===== src/rtl/sctag_vd_lru_way.sv =====
// ----------------------------------------------------------------------------
// sctag_vd_lru_way
//
// Victim-way selector for the L2 tag pipeline (12 ways). In C2 it combines the
// valid bits from the VD datapath with used/alloc state and a per-way disable.
// It then registers a one-hot victim way into C3, along with an eviction
// qualifier. A round-robin pointer sets where each circular search starts, and
// it advances past the way picked on every successful pick.
//
// Ports:
//   rclk              clock, rising edge
//   arst_l            asynchronous active-low reset
//   se, si            scan enable / scan in (no functional effect)
//   so                scan out, tied low
//   lru_req_c2        C2 miss needs a victim way
//   vuad_dp_valid_c2  per-way valid bits from the VD datapath
//   used_c2           per-way used bits from the UA datapath
//   alloc_c2          per-way fill-pending bits (never picked)
//   cfg_way_dis       per-way disable (never picked)
//   lru_way_c3        registered one-hot victim way, 0 if none picked
//   vuad_evict_c3     picked way held valid data
//   no_way_avail_c3   request made but no candidate way existed
//   lru_ptr           round-robin search start pointer
// ----------------------------------------------------------------------------
module sctag_vd_lru_way (
    input  logic        rclk,
    input  logic        arst_l,
    input  logic        se,
    input  logic        si,
    output logic        so,
    input  logic        lru_req_c2,
    input  logic [11:0] vuad_dp_valid_c2,
    input  logic [11:0] used_c2,
    input  logic [11:0] alloc_c2,
    input  logic [11:0] cfg_way_dis,
    output logic [11:0] lru_way_c3,
    output logic        vuad_evict_c3,
    output logic        no_way_avail_c3,
    output logic [3:0]  lru_ptr
);

    // Scan pins carry no function in this block.
    logic unused_scan;
    assign unused_scan = se ^ si;
    assign so          = 1'b0;

    // Returns {found, index} of the first set bit of vec, searched from
    // index start upwards and wrapping from 11 back to 0.
    function automatic logic [4:0] circ_first(input logic [11:0] vec,
                                              input logic [3:0]  start);
        logic        found;
        logic [3:0]  sel;
        int unsigned pos;
        found = 1'b0;
        sel   = '0;
        for (int unsigned i = 0; i < 12; i++) begin
            pos = 32'(start) + i;
            if (pos >= 12) pos = pos - 12;
            if (!found && vec[pos[3:0]]) begin
                found = 1'b1;
                sel   = pos[3:0];
            end
        end
        return {found, sel};
    endfunction

    logic [11:0] cand;
    logic [11:0] tier_invalid;
    logic [11:0] tier_unused;
    logic [11:0] tier_valid;
    logic [3:0]  search_start;
    logic [4:0]  hit_invalid;
    logic [4:0]  hit_unused;
    logic [4:0]  hit_valid;
    logic        pick_found;
    logic [3:0]  pick_idx;
    logic        pick_evict;
    logic [11:0] pick_onehot;
    logic [3:0]  ptr_next;

    always_comb begin
        cand         = ~alloc_c2 & ~cfg_way_dis;
        tier_invalid = cand & ~vuad_dp_valid_c2;
        tier_unused  = cand &  vuad_dp_valid_c2 & ~used_c2;
        tier_valid   = cand &  vuad_dp_valid_c2;

        // An illegal pointer (12..15) starts the search at way 0.
        search_start = (lru_ptr > 4'd11) ? 4'd0 : lru_ptr;

        hit_invalid = circ_first(tier_invalid, search_start);
        hit_unused  = circ_first(tier_unused,  search_start);
        hit_valid   = circ_first(tier_valid,   search_start);

        pick_found = 1'b0;
        pick_idx   = '0;
        pick_evict = 1'b0;
        if (hit_invalid[4]) begin
            pick_found = 1'b1;
            pick_idx   = hit_invalid[3:0];
        end else if (hit_unused[4]) begin
            pick_found = 1'b1;
            pick_idx   = hit_unused[3:0];
            pick_evict = 1'b1;
        end else if (hit_valid[4]) begin
            pick_found = 1'b1;
            pick_idx   = hit_valid[3:0];
            pick_evict = 1'b1;
        end

        pick_onehot = pick_found ? (12'b1 << pick_idx) : '0;
        ptr_next    = (pick_idx == 4'd11) ? 4'd0 : pick_idx + 4'd1;
    end

    always_ff @(posedge rclk or negedge arst_l) begin
        if (!arst_l) begin
            lru_way_c3      <= '0;
            vuad_evict_c3   <= 1'b0;
            no_way_avail_c3 <= 1'b0;
            lru_ptr         <= '0;
        end else begin
            lru_way_c3      <= lru_req_c2 ? pick_onehot : '0;
            vuad_evict_c3   <= lru_req_c2 & pick_evict;
            no_way_avail_c3 <= lru_req_c2 & ~pick_found;
            if (lru_req_c2 && pick_found) begin
                lru_ptr <= ptr_next;
            end
        end
    end

endmodule


===== config.mk =====
export PLATFORM = sky130hd
export DESIGN_NAME = sctag_vd_lru_way
export DESIGN_NICKNAME = d
export VERILOG_FILES = /design/src/rtl/sctag_vd_lru_way.sv
export SDC_FILE = /design/constraint.sdc
export NUM_CORES = 1
export LEC_CHECK = 0
export BUFFER_PORTS_ARGS = -buffer_cell sky130_fd_sc_hd__buf_2
export CAP_MARGIN = 20
export CORE_MARGIN = 4
export CORE_UTILIZATION = 45
export DETAILED_ROUTE_END_ITERATION = 7
export PLACE_DENSITY = 0.73
export SYNTH_ARGS = -nofsm -noshare
export SYNTH_HDL_FRONTEND = slang
export SYNTH_SLANG_ARGS = --single-unit

===== constraint.sdc =====
create_clock -name rclk -period 11.7 [get_ports rclk]
set_input_delay 0 -clock rclk [delete_from_list [all_inputs] [get_ports rclk]]
set_output_delay 0 -clock rclk [all_outputs]
set_load 0.05 [all_outputs]

==> impl_summary.md, run 1 <==
Global route
The total overflow left after global routing is 0. The number of global-route vias before repair is 7012. The global-route usage over all layers is roughly 28%. The largest net degree at the start of global routing is 38. The first global-routing pass estimated between 30000 and 40000 microns of wire.

The initial antenna violation count is 0.

Drt
The wire length after detailed routing is 24200 microns. For this run, design rule violations remaining after detail routing come to 0. The detailed router placed 7536 vias in this run. The pre-antenna-repair detailed-routing pass consisted of 6 iterations.

The via-per-instance ratio is about 7.2. The detailed-route wire length per cell is 23.0 microns. The post-route antenna net violation count is 0. The first routing iteration left 927 violations.

Worst setup path
The critical path class is reg2reg. The largest fanout on the critical path is 19. The largest single stage delay on the critical path is roughly 0.59 ns. In this design, the critical path's most frequently occurring cell is sky130_fd_sc_hd__ha_1. The critical path goes through ha_1 -> nand2b_1 -> buf_4 -> inv_2 -> ha_1 -> and3b_1 -> xnor2_2 -> ha_1 -> a22oi_1 -> mux2i_4 -> mux2i_1 -> o21ai_2 -> nor3_1 -> nand3_1 -> o221a_1 -> o2111a_1 -> o41ai_1 -> o21a_1 -> ha_1 -> ha_1 -> inv_1 -> o22ai_1. Among all stages on the critical path, the largest delay is contributed by sky130_fd_sc_hd__ha_1.

STA classifies the critical path startpoint as a register. The kind of end point of the critical path is a register. At the worst endpoint, the required time is 11.78 ns. The critical path arrival is 7.20 ns.

Die
In this run the horizontal extent of the chip is 129 microns. In this run the count of I/O pins placed on the die edge is 72. The placeable core region is 14000 sq um.

The die outline height is 129 microns. The cell row count is 43. The starting density of the core is 46.6%. The die covers around 17000 sq um.

Synthesis
The sequential-to-total area share from yosys stat is 6.88%. The average instance in the mapped netlist occupies just under 8 sq um. The most used flip-flop cell after synthesis is sky130_fd_sc_hd__dfrtp_1. The synthesized netlist net count is between 900 and 1000. The number of enable-type register cells in the synthesized netlist is 0. The synthesis-stage register bit count is 18. Synthesis instantiated 119 different standard cells from the library.

After synthesis the cells add up to 6550 sq um. Counting every instance in the synthesized netlist gives 833. The total number of yosys warnings is 0. The async set-reset flop share out of synthesis is 100%.

STA
The achievable frequency is 140 MHz. The fraction of the cycle the final worst path needs is between 60% and 70%. The hold violation count in the final report is 0. Setup repair after global routing left no endpoint under its margin. The worst path needs a little over 7 ns of the cycle, external delays included.

The final-layout setup total negative slack is 0 ns. The clock skew is 0.00146 ns. For the pin with the worst max-slew slack, the measured transition is 0.983 ns.

Setup violations remaining at the end of the flow were counted as 0. The max-slew violation count is 0. The tightest slew margin relative to the limit is 33.5%.

Cells and area
At the end of the flow, the number of nets in the layout was 951. The final antenna diode count is 0. In the final layout, the share of cells above drive strength 1 is 22.4%. The growth of design area from synthesis to finish is 7.13%.

Place
The detailed placement HPWL is 19000 microns. The count of buffers added on input and output ports is 68. The weighted congestion reported at the end of routability-driven placement is between 1 and 1.5.

Clock network
The number of clock buffers inserted by TritonCTS is 3. CTS built an H-tree with a depth of 1. The maximum buffer depth of the clock tree is 2. After clock tree synthesis, the clock-pin slew on the worst setup and hold paths is ~0.050 ns. TritonCTS built the clock tree.

The library cell used as clock root buffer is sky130_fd_sc_hd__clkbuf_16. Counting every sink on the clock net gives 18. The clock latency of the later-clocked register in the worst-skew pair is 0.24 ns.

Job
The number of max-cap violations is 0.

Min path
The class of the tightest hold or removal check is in2async.

Status
The flow ran to the end, and the final reports show no timing, DRC or antenna violations.
==> final timing paths <==
| path | slack, ns | cells past startpoint | startpoint | end |
|---|---|---|---|---|
| max in group asynchronous | 11.23 | 2 | arst_l | lru_way_c3[5]$_DFF_PN0_ |
| min in group rclk | 0.56 | 4 | lru_req_c2 | vuad_evict_c3$_DFF_PN0_ |
| max | 4.58 | 22 | lru_ptr[3]$_DFFE_PN0P_ | lru_ptr[2]$_DFFE_PN0P_ |
| min reg2reg | 0.70 | 2 | lru_ptr[3]$_DFFE_PN0P_ | lru_ptr[3]$_DFFE_PN0P_ |
| min | 0.21 | 2 | arst_l | lru_way_c3[7]$_DFF_PN0_ |
| max reg2reg | 4.58 | 22 | lru_ptr[3]$_DFFE_PN0P_ | lru_ptr[2]$_DFFE_PN0P_ |
==> kinds of logic (layout without fill, tap and decap cells) <==
group / after synthesis / in the layout / synth area share, %
AND/OR/NAND/NOR: 339 / 339 / 30.5
AO/OA/AOI/OAI: 298 / 298 / 34.7
buffers and inverters: 78 / 115 / 5.96
multiplexers: 64 / 64 / 15.4
adder cells (fa/ha/maj): 26 / 26 / 4.97
flip-flops: 18 / 18 / 6.88
XOR/XNOR: 9 / 9 / 1.55
other: 1 / 1 / 0.0573
==> registers in the layout, summed over array words and instances, names as in the netlist <==
| name | count |
|---|---|
| lru_way_c3 | 12 |
| vuad_evict_c3 | 1 |
| lru_ptr | 4 |
| no_way_avail_c3 | 1 |
==> Yosys cell counts (all sizes together) (9+ instances only) <==
master / count / area, sq um
nand2b: 14 / 87.6
o22ai: 17 / 119
nor2: 59 / 221
mux2i: 29 / 332
o21ai: 44 / 228
and2: 12 / 75.1
nand3: 32 / 175
o211ai: 9 / 82.6
or3: 12 / 75.1
a21oi: 58 / 332
or3b: 15 / 131
buf: 28 / 198
inv: 32 / 125
nor3b: 14 / 115
mux4: 24 / 544
mux2: 11 / 131
nand4: 11 / 90.1
a22oi: 14 / 110
and3: 17 / 106
nor3: 37 / 200
nor4b: 15 / 131
a31oi: 12 / 75.1
a211oi: 15 / 158
dfrtp: 18 / 450
nand2: 56 / 210
clkbuf: 17 / 63.8
ha: 26 / 325
a21boi: 9 / 67.6
==> metal layers <==
metal	up-vias	track usage, %	wire length [microns]
met3	77	6.06	2780
li1	3403	-	-
met2	512	46.1	10800
met5	-	0	0
met4	0	7.16	740
met1	3544	38.3	9820
==> layout make-up <==
class | count | area [sq um]
Tap cell | 180 | 225
Timing Repair Buffer | 79 | 428
Clock buffer | 3 | 75.1
Inverter | 33 | 129
Sequential cell | 18 | 450
Fill cell | 1406 | 7030
Multi-Input combinational cell | 737 | 5710
==> timing repair <==
item	in CTS	in global routing
hold buffers	2	0
hold endpoints to repair	19	0
buffers inserted	0	0
endpoints found under the setup margin	0	0
resized for setup	0	0
==> critical path, delay by kind of cell (launching register included) <==
family	cells	cell delay, ns
AO/OA/AOI/OAI	7	1.98
flip-flops	1	0.49
buffers and inverters	3	0.63
AND/OR/NAND/NOR	4	0.98
XOR/XNOR	1	0.20
multiplexers	2	0.86
adder cells (fa/ha/maj)	5	1.78
==> cell usage in the layout (no fill, tap or decap), drive strengths merged, types with 15 or more instances in the layout <==
master  synthesis  layout
mux4           24      24
or3b           15      15
nor3           37      37
o22ai          17      17
nand2          56      56
nand3          32      32
buf            28      77
nor4b          15      15
mux2i          29      29
nor2           59      59
and3           17      17
a211oi         15      15
inv            32      32
dfrtp          18      18
a21oi          58      58
o21ai          44      44
ha             26      26
==> metrics by stage <==
step	worst slack (ns)	instance area [sq um]	util [%]	hold WS, ns	std cells
floorplan	5.83	6550	-	-0.296	833
global placement	4.80	6920	49.3	-0.0659	1045
detailed placement	4.77	6920	49.3	-0.0589	1045
CTS	4.77	7020	50.0	0.219	1050
global route	4.28	7020	50.0	0.252	1050
finish	4.58	7020	50.0	0.206	1050
Power of run 1 is not shown: default switching activity piles up to over one toggle a cycle in this logic, so the estimate is an artifact.
==> run 2: changes to the inputs <==
==> constraint.sdc (replaced) <==
create_clock -name rclk -period 6.6 [get_ports rclk]
set_input_delay 0 -clock rclk [delete_from_list [all_inputs] [get_ports rclk]]
set_output_delay 0 -clock rclk [all_outputs]
set_load 0.05 [all_outputs]
==> run 2 against run 1 <==
Against the previous run:
- first-iteration DRC count up 31%
- design area grew 1.7%
- sequential share of layout area down 0.11 points
- largest cell class unchanged
- critical path type unchanged
- maximum frequency rose by 16%
- wire length is 0.93% lower
- critical path depth rose by 3
- cell count up 1.4%
==> impl_summary.md, run 2 (synthesis results as in run 1) <==
Status
The run finished with clean final reports.

Job
The tool flagged a number of max-cap violations equal to 0.

Clock network
The library cell used as clock root buffer is sky130_fd_sc_hd__clkbuf_16. TritonCTS built the clock tree. In this run, CTS created clock tree buffers numbering 3. In this run the deepest clock path goes through 2 buffers. The sink count of the clock tree is 18.

The total number of H-tree levels is 1. The clock latency of the later-clocked register in the worst-skew pair is 0.24 ns. The clock-pin transition on the worst setup and hold timing paths is 0.05 ns. The number of buffers inserted by post-CTS setup repair is 0.

Drt
The first TritonRoute pass finished after 8 iterations. The via-per-instance ratio is about 7.1. The detailed router placed 7583 vias in this run.

The count of nets left with antenna violations once routing finished came out at 0. After detailed routing, the total wire length is 24000 microns. For this block, the initial DRC count from the detailed router was 1210.

After detailed routing, the number of remaining DRC violations is 0. The detailed-route wire length per cell is roughly 23 microns.

STA
Static timing analysis puts the maximum clock frequency at 163 MHz. Setup violations remaining at the end of the flow were counted as 0. The hold violation count in the final report is 0. The tightest slew margin relative to the limit is between 20% and 30%.

Setup repair after global routing left no endpoint under its margin. In the finished design, the share of the clock period the worst path needs comes to between 90% and 100%. The smallest hold slack is 0.207 ns. The max-slew violation count came to 0. The clock skew is 0.000699 ns. After routing, the total negative slack on setup checks comes to 0 ns. Counting I/O delays and the setup requirement, the final critical path takes 6.12 ns. The slew at the pin with the worst max-slew slack is 1.08 ns.

Die
The die outline height is 129 microns. The cell row count is 43. The starting density of the core is around 47%. In this run the standard cell core region covers 14000 sq um. In this run the horizontal extent of the chip is 129 microns. The count of pins on the block boundary is 72. The floorplan step defined a die boundary enclosing between 15000 and 20000 sq um.

Place
The detailed placement HPWL is around 19000 microns. The number of port buffers is between 60 and 70. Routability-driven placement finished with a final weighted congestion of 1.07. The placed cell count is roughly 1100.

Cells and area
The filler cells instantiated in the layout total 1390. The largest registers in the layout are lru_way_c3 (12), lru_ptr (4). The final layout contains 965 nets. The final antenna diode count is 0. The register with the highest flop count is lru_way_c3. The register with the most flip-flops in the layout has 12 of them. Leaving out fill and tap cells, the most frequent cells in the layout are sky130_fd_sc_hd__buf_2 (68), sky130_fd_sc_hd__nor2_1 (59), sky130_fd_sc_hd__nand2_1 (56).

In the final layout, the share of cells above drive strength 1 is 23.7%. The growth of design area from synthesis to finish is 8.94%. The most common cell after layout, fill and taps aside is sky130_fd_sc_hd__buf_2.

The non-filler instance count after layout is about 1100.

Global route
The met1 usage in global routing is about two fifths. The global routing usage on met3 is 5.56%. The initial antenna violation count came to 0. For this run the aggregate overflow at the end of global routing stands at 0. The number of global-route vias before repair is 7088. The most heavily used metal layer in global routing is met2. For this run, global-route usage on met2 was measured as 43.5%. The global-route usage over all layers is 28.1%. The global-route wire length before repair is 37600 microns. The largest net degree at the start of global routing is 29.

Worst setup path
The worst setup path is launched from a register. The worst register-to-register path ends at lru_ptr[2]$_DFFE_PN0P_. The launching point of the worst reg2reg path is lru_ptr[3]$_DFFE_PN0P_.

The kind of end point of the critical path is a register. Data on the critical path arrives at its endpoint at 6.21 ns. The setup slack on the worst flop-to-flop path is 0.48 ns. The number of cells on the worst reg-to-reg path is 25. At the worst endpoint, the required time is 6.69 ns.

The largest fanout on the critical path is 11. The critical path is of the reg2reg type.

Min path
The tightest min-delay check is of the in2async type.
## run 2: worst max path at each step
| stage | from | to | slack (ns) |
|---|---|---|---|
| after floorplan | lru_ptr[2]$_DFFE_PN0P_ | lru_ptr[2]$_DFFE_PN0P_ | 0.73 |
| after global placement | lru_ptr[3]$_DFFE_PN0P_ | lru_ptr[2]$_DFFE_PN0P_ | 0.75 |
| after detailed placement | lru_ptr[3]$_DFFE_PN0P_ | lru_ptr[2]$_DFFE_PN0P_ | 0.63 |
| after CTS | lru_ptr[3]$_DFFE_PN0P_ | lru_ptr[2]$_DFFE_PN0P_ | 0.60 |
| after global routing | lru_ptr[3]$_DFFE_PN0P_ | lru_ptr[2]$_DFFE_PN0P_ | 0.19 |
| final | lru_ptr[3]$_DFFE_PN0P_ | lru_ptr[2]$_DFFE_PN0P_ | 0.48 |
## run 2: layout make-up
class / count / area [sq um] / area share (%)
multi-input cells: 737 / 5710 / 80.0
repair buffers: 93 / 533 / 7.47
flip-flops and latches: 18 / 450 / 6.31
well taps: 180 / 225 / 3.16
inverters: 33 / 129 / 1.81
clock buffers: 4 / 88.8 / 1.24
## run 2: stage by stage
step                setup slack [ns]  cell area [sq um]  util (%)
floorplan                      0.725               6550         -
detailed placement             0.635               7030      50.0
global placement               0.747               7030      50.0
CTS                            0.605               7140      50.8
finish                         0.483               7140      50.8
global route                   0.187               7140      50.8
## run 2: what timing repair did
action	4_1_cts	5_1_grt
resized for setup	0	0
hold endpoints to repair	19	0
hold buffers	2	0
## run 2: layer usage
layer,part of all wire (%),routed length (microns)
met3,12,2930
met1,40,9680
met5,0,0
met2,43,10400
met4,4.1,992
## run 2: worst max-delay path: stages, from the launching register on
cell	delay, ns
sky130_fd_sc_hd__dfrtp_1	0.40
sky130_fd_sc_hd__buf_4	0.17
sky130_fd_sc_hd__inv_1	0.08
sky130_fd_sc_hd__ha_1	0.19
sky130_fd_sc_hd__buf_4	0.19
sky130_fd_sc_hd__clkinv_1	0.31
sky130_fd_sc_hd__ha_1	0.32
sky130_fd_sc_hd__and3b_1	0.21
sky130_fd_sc_hd__nor3_1	0.19
sky130_fd_sc_hd__xnor2_1	0.15
sky130_fd_sc_hd__ha_1	0.26
sky130_fd_sc_hd__or3b_2	0.46
sky130_fd_sc_hd__o41ai_2	0.08
sky130_fd_sc_hd__nor3_2	0.07
sky130_fd_sc_hd__buf_4	0.21
sky130_fd_sc_hd__mux2_2	0.31
sky130_fd_sc_hd__a21oi_4	0.26
sky130_fd_sc_hd__nand3_2	0.20
sky130_fd_sc_hd__nor4_4	0.52
sky130_fd_sc_hd__nand2_1	0.11
sky130_fd_sc_hd__nor4bb_1	0.37
sky130_fd_sc_hd__a211oi_2	0.18
sky130_fd_sc_hd__ha_1	0.30
sky130_fd_sc_hd__ha_1	0.29
sky130_fd_sc_hd__inv_1	0.05
sky130_fd_sc_hd__o22ai_1	0.06
Power of run 2 is left out for the same reason.
